File: src/rtl/dtree_pkg.sv
// Shared definitions for the decision-tree traversal controller: state encoding
// and node-word field layout helpers.
package dtree_pkg;

    typedef enum logic [2:0] {
        S_IDLE,
        S_FETCH,
        S_STREAM,
        S_WAIT_DIR,
        S_DONE
    } state_t;

    function automatic int node_count(input int max_depth);
        return (1 << max_depth) - 1;
    endfunction

    function automatic int addr_w(input int max_depth);
        return $clog2(node_count(max_depth));
    endfunction

    function automatic int node_w(input int features, input int cbd, input int bbd);
        return 2 + features + (features - 1) * cbd + bbd;
    endfunction

    // Node word: {flags[1:0], one_pos[F-1:0], coeff 0 .. coeff F-2, bias}
    function automatic int bias_lsb();
        return 0;
    endfunction

    function automatic int coeff_lsb(input int features, input int cbd, input int bbd,
                                     input int k);
        return bbd + (features - 2 - k) * cbd;
    endfunction

    function automatic int one_pos_lsb(input int features, input int cbd, input int bbd);
        return bbd + (features - 1) * cbd;
    endfunction

    function automatic int flags_lsb(input int features, input int cbd, input int bbd);
        return one_pos_lsb(features, cbd, bbd) + features;
    endfunction

endpackage

File: src/rtl/dtree_node_ram.sv
// Node table: one synchronous write port, one asynchronous read port.
module dtree_node_ram #(
    parameter int DEPTH  = 15,
    parameter int WIDTH  = 23,
    parameter int ADDR_W = 4
) (
    input  logic              clk,
    input  logic              we,
    input  logic [ADDR_W-1:0] waddr,
    input  logic [WIDTH-1:0]  wdata,
    input  logic [ADDR_W-1:0] raddr,
    output logic [WIDTH-1:0]  rdata
);

    logic [WIDTH-1:0] mem [DEPTH];

    always_ff @(posedge clk) begin
        if (we) mem[waddr] <= wdata;
    end

    assign rdata = mem[raddr];

endmodule

File: src/rtl/dtree_traverse_ctrl.sv
// Per-spike decision-tree walker: streams node coefficients to the dot-product
// datapath and follows branch decisions. Optional DTREE_TRAVERSE_PERF_EN adds perf counters.
//
// state      | meaning
// S_IDLE     | table writable, waiting for start
// S_FETCH    | latch node word from table
// S_STREAM   | coefficient beats 0..FEATURES-1 under valid/ready
// S_WAIT_DIR | waiting for the branch decision
// S_DONE     | result held until res_ready
module dtree_traverse_ctrl
    import dtree_pkg::*;
#(
    parameter int FEATURES        = 3,
    parameter int COEFF_BIT_DEPTH = 4,
    parameter int BIAS_BIT_DEPTH  = 10,
    parameter int MAX_DEPTH       = 4
) (
    input  logic                                                   clk,
    input  logic                                                   reset,
    input  logic                                                   start,
    output logic                                                   busy,
    input  logic                                                   cfg_we,
    input  logic [addr_w(MAX_DEPTH)-1:0]                           cfg_addr,
    input  logic [node_w(FEATURES,COEFF_BIT_DEPTH,BIAS_BIT_DEPTH)-1:0] cfg_wdata,
    output logic                                                   coeff_valid,
    input  logic                                                   coeff_ready,
    output logic [COEFF_BIT_DEPTH-1:0]                             coeff,
    output logic                                                   is_one,
    output logic                                                   coeff_last,
    output logic [BIAS_BIT_DEPTH-1:0]                              bias,
    input  logic                                                   dir_valid,
    input  logic                                                   dir,
    output logic                                                   res_valid,
    input  logic                                                   res_ready,
    output logic [addr_w(MAX_DEPTH)-1:0]                           leaf_index,
    output logic [$clog2(MAX_DEPTH+1)-1:0]                         level,
    output logic [MAX_DEPTH-1:0]                                   path
`ifdef DTREE_TRAVERSE_PERF_EN
    ,
    output logic [15:0]                                            perf_nodes,
    output logic [15:0]                                            perf_stall
`endif
);

    localparam int NODES     = node_count(MAX_DEPTH);
    localparam int ADDR_W    = addr_w(MAX_DEPTH);
    localparam int NODE_W    = node_w(FEATURES, COEFF_BIT_DEPTH, BIAS_BIT_DEPTH);
    localparam int LEVEL_W   = $clog2(MAX_DEPTH + 1);
    localparam int BEAT_W    = $clog2(FEATURES + 1);
    localparam int ONE_LSB   = one_pos_lsb(FEATURES, COEFF_BIT_DEPTH, BIAS_BIT_DEPTH);
    localparam int FLAGS_LSB = flags_lsb(FEATURES, COEFF_BIT_DEPTH, BIAS_BIT_DEPTH);

    state_t              state;
    logic [ADDR_W-1:0]   node;
    logic [ADDR_W-1:0]   child;
    logic                child_ok;
    logic [NODE_W-1:0]   node_word;
    logic [NODE_W-1:0]   rd_data;
    logic [BEAT_W-1:0]   beat;
    logic [BEAT_W-1:0]   cidx;
    logic                table_we;

    logic [NODE_W-1:0]          src_word;
    logic [BEAT_W-1:0]          src_k;
    logic [BEAT_W-1:0]          src_c;
    logic [BEAT_W-1:0]          unit_k;
    logic                       unit_hit;
    logic [FEATURES-1:0]        one_v;
    logic                       nxt_is_one;
    logic [COEFF_BIT_DEPTH-1:0] nxt_coeff;

    assign table_we = cfg_we && (state == S_IDLE) && (int'(cfg_addr) < NODES);

    dtree_node_ram #(
        .DEPTH  (NODES),
        .WIDTH  (NODE_W),
        .ADDR_W (ADDR_W)
    ) u_ram (
        .clk   (clk),
        .we    (table_we),
        .waddr (cfg_addr),
        .wdata (cfg_wdata),
        .raddr (node),
        .rdata (rd_data)
    );

    assign bias     = node_word[bias_lsb() +: BIAS_BIT_DEPTH];
    assign child    = {node[ADDR_W-2:0], 1'b0} + ADDR_W'(1) + ADDR_W'(dir);
    assign child_ok = dir ? node_word[FLAGS_LSB] : node_word[FLAGS_LSB+1];

    // Next beat: from the table read in FETCH, from the latched word in STREAM.
    always_comb begin
        src_word = (state == S_FETCH) ? rd_data : node_word;
        src_k    = (state == S_FETCH) ? '0 : beat + BEAT_W'(1);
        src_c    = (state == S_FETCH) ? '0 : (is_one ? cidx : cidx + BEAT_W'(1));
        one_v    = src_word[ONE_LSB +: FEATURES];
        unit_hit = 1'b0;
        unit_k   = '0;
        for (int j = 0; j < FEATURES; j++) begin
            if (!unit_hit && one_v[FEATURES-1-j]) begin
                unit_hit = 1'b1;
                unit_k   = BEAT_W'(j);
            end
        end
        nxt_is_one = unit_hit && (unit_k == src_k);
        nxt_coeff  = '0;
        if (!nxt_is_one) begin
            for (int j = 0; j < FEATURES - 1; j++) begin
                if (src_c == BEAT_W'(j))
                    nxt_coeff = src_word[coeff_lsb(FEATURES, COEFF_BIT_DEPTH,
                                                   BIAS_BIT_DEPTH, j) +: COEFF_BIT_DEPTH];
            end
        end
    end

    always_ff @(posedge clk) begin
        if (reset) begin
            state       <= S_IDLE;
            node        <= '0;
            node_word   <= '0;
            beat        <= '0;
            cidx        <= '0;
            busy        <= 1'b0;
            coeff_valid <= 1'b0;
            coeff       <= '0;
            is_one      <= 1'b0;
            coeff_last  <= 1'b0;
            res_valid   <= 1'b0;
            leaf_index  <= '0;
            level       <= '0;
            path        <= '0;
        end else begin
            case (state)
                S_IDLE: begin
                    if (start) begin
                        node  <= '0;
                        level <= '0;
                        path  <= '0;
                        busy  <= 1'b1;
                        state <= S_FETCH;
                    end
                end
                S_FETCH: begin
                    node_word   <= rd_data;
                    beat        <= '0;
                    cidx        <= '0;
                    coeff_valid <= 1'b1;
                    coeff       <= nxt_coeff;
                    is_one      <= nxt_is_one;
                    coeff_last  <= 1'b0;
                    state       <= S_STREAM;
                end
                S_STREAM: begin
                    if (coeff_valid && coeff_ready) begin
                        if (coeff_last) begin
                            coeff_valid <= 1'b0;
                            coeff       <= '0;
                            is_one      <= 1'b0;
                            coeff_last  <= 1'b0;
                            state       <= S_WAIT_DIR;
                        end else begin
                            beat       <= src_k;
                            cidx       <= src_c;
                            coeff      <= nxt_coeff;
                            is_one     <= nxt_is_one;
                            coeff_last <= (src_k == BEAT_W'(FEATURES - 1));
                        end
                    end
                end
                S_WAIT_DIR: begin
                    if (dir_valid) begin
                        for (int j = 0; j < MAX_DEPTH; j++) begin
                            if (level == LEVEL_W'(j)) path[j] <= dir;
                        end
                        level <= level + LEVEL_W'(1);
                        if (!child_ok || level == LEVEL_W'(MAX_DEPTH - 1)) begin
                            leaf_index <= node;
                            res_valid  <= 1'b1;
                            state      <= S_DONE;
                        end else begin
                            node  <= child;
                            state <= S_FETCH;
                        end
                    end
                end
                S_DONE: begin
                    if (res_ready) begin
                        res_valid <= 1'b0;
                        busy      <= 1'b0;
                        state     <= S_IDLE;
                    end
                end
                default: state <= S_IDLE;
            endcase
        end
    end

`ifdef DTREE_TRAVERSE_PERF_EN
    always_ff @(posedge clk) begin
        if (reset) begin
            perf_nodes <= '0;
            perf_stall <= '0;
        end else begin
            if (state == S_FETCH && perf_nodes != 16'hFFFF)
                perf_nodes <= perf_nodes + 16'd1;
            if (state == S_STREAM && coeff_valid && !coeff_ready && perf_stall != 16'hFFFF)
                perf_stall <= perf_stall + 16'd1;
        end
    end
`endif

endmodule
File: config.mk
export PLATFORM = sky130hd
export DESIGN_NAME = dtree_traverse_ctrl
export DESIGN_NICKNAME = d
export VERILOG_FILES = /design/src/rtl/dtree_pkg.sv /design/src/rtl/dtree_node_ram.sv /design/src/rtl/dtree_traverse_ctrl.sv
export SDC_FILE = /design/constraint.sdc
export NUM_CORES = 1
export LEC_CHECK = 0
export BUFFER_PORTS_ARGS = -buffer_cell sky130_fd_sc_hd__buf_2
export CORE_MARGIN = 2
export CORE_UTILIZATION = 65
export CTS_BUF_LIST = sky130_fd_sc_hd__clkbuf_16
export DETAILED_ROUTE_END_ITERATION = 8
export PLACE_DENSITY = 0.84
export SLEW_MARGIN = 20
export SYNTH_ARGS = -nofsm -noshare
export SYNTH_HDL_FRONTEND = slang
export SYNTH_HIERARCHICAL = 1
export SYNTH_SLANG_ARGS = --single-unit
File: constraint.sdc
create_clock -name clk -period 10.4 [get_ports clk]
set_input_delay 0.52 -clock clk [delete_from_list [all_inputs] [get_ports clk]]
set_output_delay 0.52 -clock clk [all_outputs]
set_load 0.03 [all_outputs]
==> flow_metrics.py, run 1 <==
metrics = {
    "outcome": {
        "status": "finished clean",
    },
    "cells_and_area": {
        "fillCellCount": 1366,
        "synthToLayoutAreaGrowth_pct": 12.20,
        "fin_cells": 1330,
        "antennaDiodeCount": 0,
        "multi_input_area_um2": 4023,
        "fin_nets": 1017,
        "drive_above_1_share": 0.2207,
        "seq_area_um2": 11450,
    },
    "detailed_routing": {
        "wl_per_cell_um": 27.45,
        "drtIter0Drc": 1087,
        "totalWireLength_um": 36510,
        "postRouteAntennaNets": 0,
        "drc_errors": 0,
        "via_per_inst": 6.858,
        "route.vias.total": 9121,
        "first_pass_iters": 6,
    },
    "power": {
        "power_density_nw_per_um2": 205.5,
        "p_int_mw": 2.796,
        "p_seq_frac": 0.505,
        "irDropWorstVdd_v": 0.0001387,
        "p_leak_nw": 5.844,
        "p_sw_uw": 863.7,
        "p_sw_frac": 0.2360,
        "power_frac_comb": 0.093,
        "clockPowerShare": 0.402,
    },
    "worst_setup_path": {
        "worst_ep_arrival_time_ns": 3.76,
        "critical_path_required_ns": 10.86,
        "cpMostUsedCell": "a22o_1",
        "cp_top_family": "multiplexers",
        "crit_path_end_kind": "flop",
        "crit_chain": "buf_4 -> mux4_2 -> a22o_1 -> a221o_1 -> mux2_4 -> nor4_4 -> a22o_1",
        "max_stage_delay_ns": 0.66,
        "crit_type": "reg2reg",
        "path_buf_inv": 1,
        "start_kind": "flop",
        "critPathSlowestCell": "buf_4",
        "path_max_fanout": 39,
    },
    "timing": {
        "drv_slew": 0,
        "slew_headroom": 0.2622,
        "skew_ns": 0.02357,
        "final.min_clock_period_ns": 3.301,
        "fmax_mhz": 302.9,
        "setup_viol": 0,
        "timing.final.crit_share": 0.3174,
        "worstMarginPinSlew_ns": 1.107,
        "rsz0062_at_grt": "no",
        "fin_tns_setup_ns": 0,
        "hold_violations": 0,
    },
    "clock_tree": {
        "cts_made_buffers": 39,
        "clk_pin_slew_ns": 0.06,
        "clock_latency_ns": 0.53,
        "h-tree-depth": 2,
        "cts_root_buf": "clkbuf_16",
        "holdBufCountCts": 0,
        "cts_tree": "done",
        "clock_sinks": 399,
        "post-cts-setup-buffers": 0,
        "clock_path_buffers": 3,
        "cts_resized": 0,
    },
    "run": {
        "timing.max_cap.violations": 0,
    },
    "synth": {
        "netlist_instances": 906,
        "synth_edf_count": 345,
        "syn-num-nets": 947,
        "synth_cell_types": 62,
        "ys_seq_elements": 399,
        "syn-cell-area_um2": 15870,
        "ys.warnings.count": 6,
        "syn_avg_cell_area_um2": 17.52,
        "ys_seq_area_frac": 0.7208,
        "synth_ff_type": "edfxtp_1",
        "async_reset_ff_frac": 0,
    },
    "floorplanning": {
        "core-area_um2": 24180,
        "io-pin-count": 65,
        "die_area_um2": 25680,
        "die_w_um": 160.3,
        "initial_core_util": 0.6565,
        "rows": 57,
        "die_y_um": 160.3,
    },
    "global_route": {
        "grt_pass1_wl_um": 55280,
        "first_global_vias": 9134,
        "grt_use_met3": 0.05792,
        "use_met2": 0.4636,
        "gr-total-overflow": 0,
        "grt_max_degree": 54,
        "grt_antenna_before_repair": 2,
        "busiest_layer": "met2",
        "track_usage": 0.2918,
        "grt_use_met1": 0.3966,
    },
    "worst_hold_path": {
        "min_path_type": "in2reg",
    },
    "place": {
        "portBuffers": 64,
        "dp_cells": 1259,
        "hpwl_um": 19090,
        "gp_congestion": 0.8932,
    },
}
## cells in the mapped netlist, types with 5 or more instances
library cell	n	area [um^2]
mux4_1	22	578.1
nand2b_1	8	50.05
a22o_1	22	192.7
nor3_1	7	35.03
clkbuf_1	30	112.6
nand2_1	71	266.5
buf_4	12	90.09
dfxtp_1	54	1081
edfxtp_1	345	10360
inv_1	21	78.83
a221o_1	18	180.2
a21oi_1	42	210.2
or4_1	7	52.55
mux2i_1	36	360.4
nand4_1	5	31.28
o21ai_1	9	45.04
nor2_1	28	105.1
nand3b_1	7	52.55
buf_6	5	56.30
ha_1	6	75.07
o31ai_1	6	45.04
o21ai_0	20	100.1
mux4_2	47	1059
buf_2	8	40.04
## kinds of logic (layout without fill, tap and decap cells)
group                      count (synthesis)  count (layout)  share of synthesized area
xor gates and xnor gates                   2               2                   0.001104
DFF                                      399             399                     0.7208
adders and majority gates                  6               6                   0.004729
and+or+nand+nor                          163             163                    0.05219
muxes                                    109             109                     0.1289
AOI/OAI and AO/OA                        146             146                    0.06322
buffers and inverters                     81             181                    0.02909
## cells in the final DEF (no fill, tap or decap), types with 8 or more instances in the layout
cell type    n
a21oi_1     42
mux4_1      22
o21ai_1      9
o21ai_0     20
nand2b_1     8
a22o_1      22
nor2_1      17
clkinv_2     8
nor2_2      11
mux2i_1     36
mux4_2      47
clkbuf_16   41
dfxtp_1     52
inv_1       28
nand2_1     71
buf_2       64
buf_4       25
a221o_1     18
edfxtp_1   345
## final timing paths
check / slack (ns) / depth (start not counted) / end / start
min: 0.23 / 2 / res_valid$_SDFFE_PP0P_ / res_ready
max reg2reg: 7.10 / 7 / coeff[2]$_SDFFE_PP0P_ / node[0]$_SDFFE_PP0P_
max: 7.10 / 7 / coeff[2]$_SDFFE_PP0P_ / node[0]$_SDFFE_PP0P_
min reg2reg: 0.46 / 2 / node_word[2]$_SDFFE_PP0P_ / node_word[2]$_SDFFE_PP0P_
## power by group through the flow
| stage | logic (mW) | clock network (mW) | registers, mW |
|---|---|---|---|
| 2_1_floorplan | 0.233 | 0 | 1.87 |
| 3_3_place_gp | 0.318 | 0 | 1.87 |
| 3_5_place_dp | 0.330 | 0 | 1.88 |
| 4_1_cts | 0.336 | 1.49 | 1.85 |
| 5_1_grt | 0.363 | 1.55 | 1.85 |
| 6_report | 0.340 | 1.47 | 1.85 |
## flip-flops by register name, indices dropped and copies added, names as in the netlist, 3 cells and up
name        flops
coeff           4
leaf_index      4
level           3
node            4
node_word      23
path            4
state           3
u_ram/mem     345
## per-layer routing
metal  routed length [um]  up-vias
met1                13520     4579
met5                   26        -
met3                 3806      141
li1                     -     3783
met4                 1836        4
met2                17320      614
## final cells by class
cell class / instances / area share
clock buffers: 41 / 0.05761
clock inverters: 30 / 0.01799
inverters: 21 / 0.004426
multi-input cells: 426 / 0.2259
flip-flops and latches: 399 / 0.6428
well taps: 324 / 0.02276
repair buffers: 89 / 0.02852
## through the flow
stage          total power, mW  hold WS, ns    util  setup WS [ns]  instance area, um^2
3_3_place_gp             2.192       0.4428  0.6810          7.181                16460
6_report                 3.660       0.2263  0.7366          7.099                17810
5_1_grt                  3.767       0.2359  0.7366          6.919                17810
2_1_floorplan            2.102       0.4357       -          6.692                15870
4_1_cts                  3.671       0.2028  0.7366          7.089                17810
3_5_place_dp             2.209       0.4530  0.6810          7.123                16460
Note: power is estimated with default switching activity, not from simulation.
==> run 2, diff against run 1 <==
--- a/config.mk
+++ b/config.mk
@@ -7,10 +7,10 @@
 export LEC_CHECK = 0
 export BUFFER_PORTS_ARGS = -buffer_cell sky130_fd_sc_hd__buf_2
 export CORE_MARGIN = 2
-export CORE_UTILIZATION = 65
+export CORE_UTILIZATION = 61
 export CTS_BUF_LIST = sky130_fd_sc_hd__clkbuf_16
 export DETAILED_ROUTE_END_ITERATION = 8
-export PLACE_DENSITY = 0.84
+export PLACE_DENSITY = 0.8
 export SLEW_MARGIN = 20
 export SYNTH_ARGS = -nofsm -noshare
 export SYNTH_HDL_FRONTEND = slang
==> constraint.sdc (replaced) <==
create_clock -name clk -period 3.1 [get_ports clk]
set_input_delay 0.155 -clock clk [delete_from_list [all_inputs] [get_ports clk]]
set_output_delay 0.155 -clock clk [all_outputs]
set_load 0.03 [all_outputs]
==> run 2 against run 1 <==
Net effect: critical path depth fell by 2; combinational power grew to 3.4 times the previous value; final cell count is 2.4% higher; non-clock buffer count increased by 21; power rose to 3.3 times the previous value; clock-buffer cell count is the same; die area increased by 6.4%; design area rose by 0.83%; via count fell by 3.8%; hold slack lost 0.22 ns; highest routed layer unchanged.
==> flow_metrics.py, run 2 (synthesized netlist as in run 1, its figures left out) <==
metrics = {
    "outcome": {
        "status": "finished clean",
    },
    "clock_tree": {
        "clock_path_buffers": 3,
        "post-cts-setup-buffers": 0,
        "h-tree-depth": 2,
        "cts_root_buf": "clkbuf_16",
        "clock_sinks": 399,
        "holdBufCountCts": 4,
        "cts_resized": 0,
        "clock_latency_ns": 0.52,
        "clk_pin_slew_ns": 0.06,
        "cts_tree": "done",
        "cts_made_buffers": 39,
    },
    "timing": {
        "skew_ns": 0.01036,
        "slew_headroom": 0.4961,
        "worstMarginPinSlew_ns": 0.7540,
        "setup_viol": 0,
        "fin_tns_setup_ns": 0,
        "fin_ws_ns": 0.5378,
        "hold_ws_ns": 0.006948,
        "final.min_clock_period_ns": 2.562,
        "rsz0062_at_grt": "no",
        "timing.final.crit_share": 0.8265,
        "hold_violations": 0,
        "drv_slew": 0,
        "fmax_mhz": 390.3,
    },
    "power": {
        "irDropWorstVdd_v": 0.0004838,
        "p_total_mw": 12.03,
        "p_leak_nw": 5.947,
        "power_density_nw_per_um2": 670.0,
    },
    "cells_and_area": {
        "fin_area_um2": 17960,
        "biggestRegsByFlops": "u_ram/mem: 345 flops, node_word: 23 flops",
        "layout_common_cells": "345 x edfxtp_1, 71 x nand2_1, 64 x buf_2",
        "fillCellCount": 1613,
        "largest_reg_flops": 345,
        "seq_area_um2": 11450,
        "fin_cells": 1362,
        "antennaDiodeCount": 0,
        "drive_above_1_share": 0.2240,
        "fin_util": 0.6950,
        "final_common_cell": "edfxtp_1",
        "regMostFlops": "u_ram/mem",
        "synthToLayoutAreaGrowth_pct": 13.13,
        "fin_nets": 1038,
        "multi_input_area_um2": 4048,
    },
    "place": {
        "pre_cts_ws_ns": 0.6141,
        "gp_congestion": 0.7895,
        "placed_cell_area_um2": 16640,
        "dp_cells": 1287,
        "hpwl_um": 20560,
        "portBuffers": 64,
    },
    "worst_setup_path": {
        "path_max_fanout": 23,
        "crit_type": "reg2reg",
        "crit_path_end_kind": "flop",
        "start_kind": "flop",
        "critical_path_required_ns": 3.26,
        "worst_ep_arrival_time_ns": 2.72,
    },
    "global_route": {
        "track_usage": 0.2608,
        "grt_antenna_before_repair": 2,
        "grt_max_degree": 37,
        "grt_pass1_wl_um": 52140,
        "gr-total-overflow": 0,
        "first_global_vias": 8626,
    },
    "floorplanning": {
        "die_w_um": 165.3,
        "core-area_um2": 25840,
        "die_y_um": 165.3,
        "initial_core_util": 0.6143,
        "rows": 59,
        "die_area_um2": 27330,
        "io-pin-count": 65,
    },
    "detailed_routing": {
        "drc_errors": 0,
        "first_pass_iters": 7,
        "totalWireLength_um": 34770,
        "route.vias.total": 8773,
        "via_per_inst": 6.441,
        "drtIter0Drc": 978,
        "wl_per_cell_um": 25.53,
        "postRouteAntennaNets": 0,
    },
    "worst_hold_path": {
        "min_path_type": "in2reg",
    },
    "run": {
        "timing.max_cap.violations": 0,
    },
}
==> run 2: path summary, 6_finish.rpt <==
check / start / end / slack [ns] / depth (start not counted)
max: state[0]$_SDFFE_PP0P_ / u_ram/mem[0][18]$_DFFE_PP_ / 0.54 / 5
min: cfg_wdata[12] / u_ram/mem[10][12]$_DFFE_PP_ / 0.007 / 1
max reg2reg: state[0]$_SDFFE_PP0P_ / u_ram/mem[0][18]$_DFFE_PP_ / 0.54 / 5
min reg2reg: node_word[1]$_SDFFE_PP0P_ / node_word[1]$_SDFFE_PP0P_ / 0.45 / 2
==> run 2: cell type report <==
cell class / instances / area share
Inverter: 21 / 0.004390
Clock inverter: 30 / 0.01387
Multi-Input combinational cell: 426 / 0.2254
Sequential cell: 399 / 0.6375
Tap cell: 335 / 0.02334
Clock buffer: 41 / 0.05713
Timing Repair Buffer: 110 / 0.03832
==> run 2: metal layers <==
layer | vias up | GRT usage | part of all wire | wire length (um)
li1 | 3812 | - | - | -
met1 | 4398 | 0.3659 | 0.39 | 13620
met2 | 479 | 0.4146 | 0.48 | 16620
met3 | 80 | 0.05944 | 0.10 | 3476
met4 | 4 | 0.08229 | 0.030 | 1033
met5 | - | 0 | 0.00075 | 26
==> run 2: where the power goes <==
group | switching [mW] | leakage (nW) | internal (mW)
Combinational | 0.770 | 1.73 | 0.374
Clock | 1.89 | 0.670 | 2.79
Sequential | 0.162 | 3.55 | 6.04
Total | 2.83 | 5.95 | 9.20
==> run 2: critical path: stages (launching register included) <==
cell and delay [ns]:
dfxtp_1 0.45, nor2_1 0.32, and4b_1 0.30, or3b_2 0.56, nor3_4 0.15, buf_4 0.40
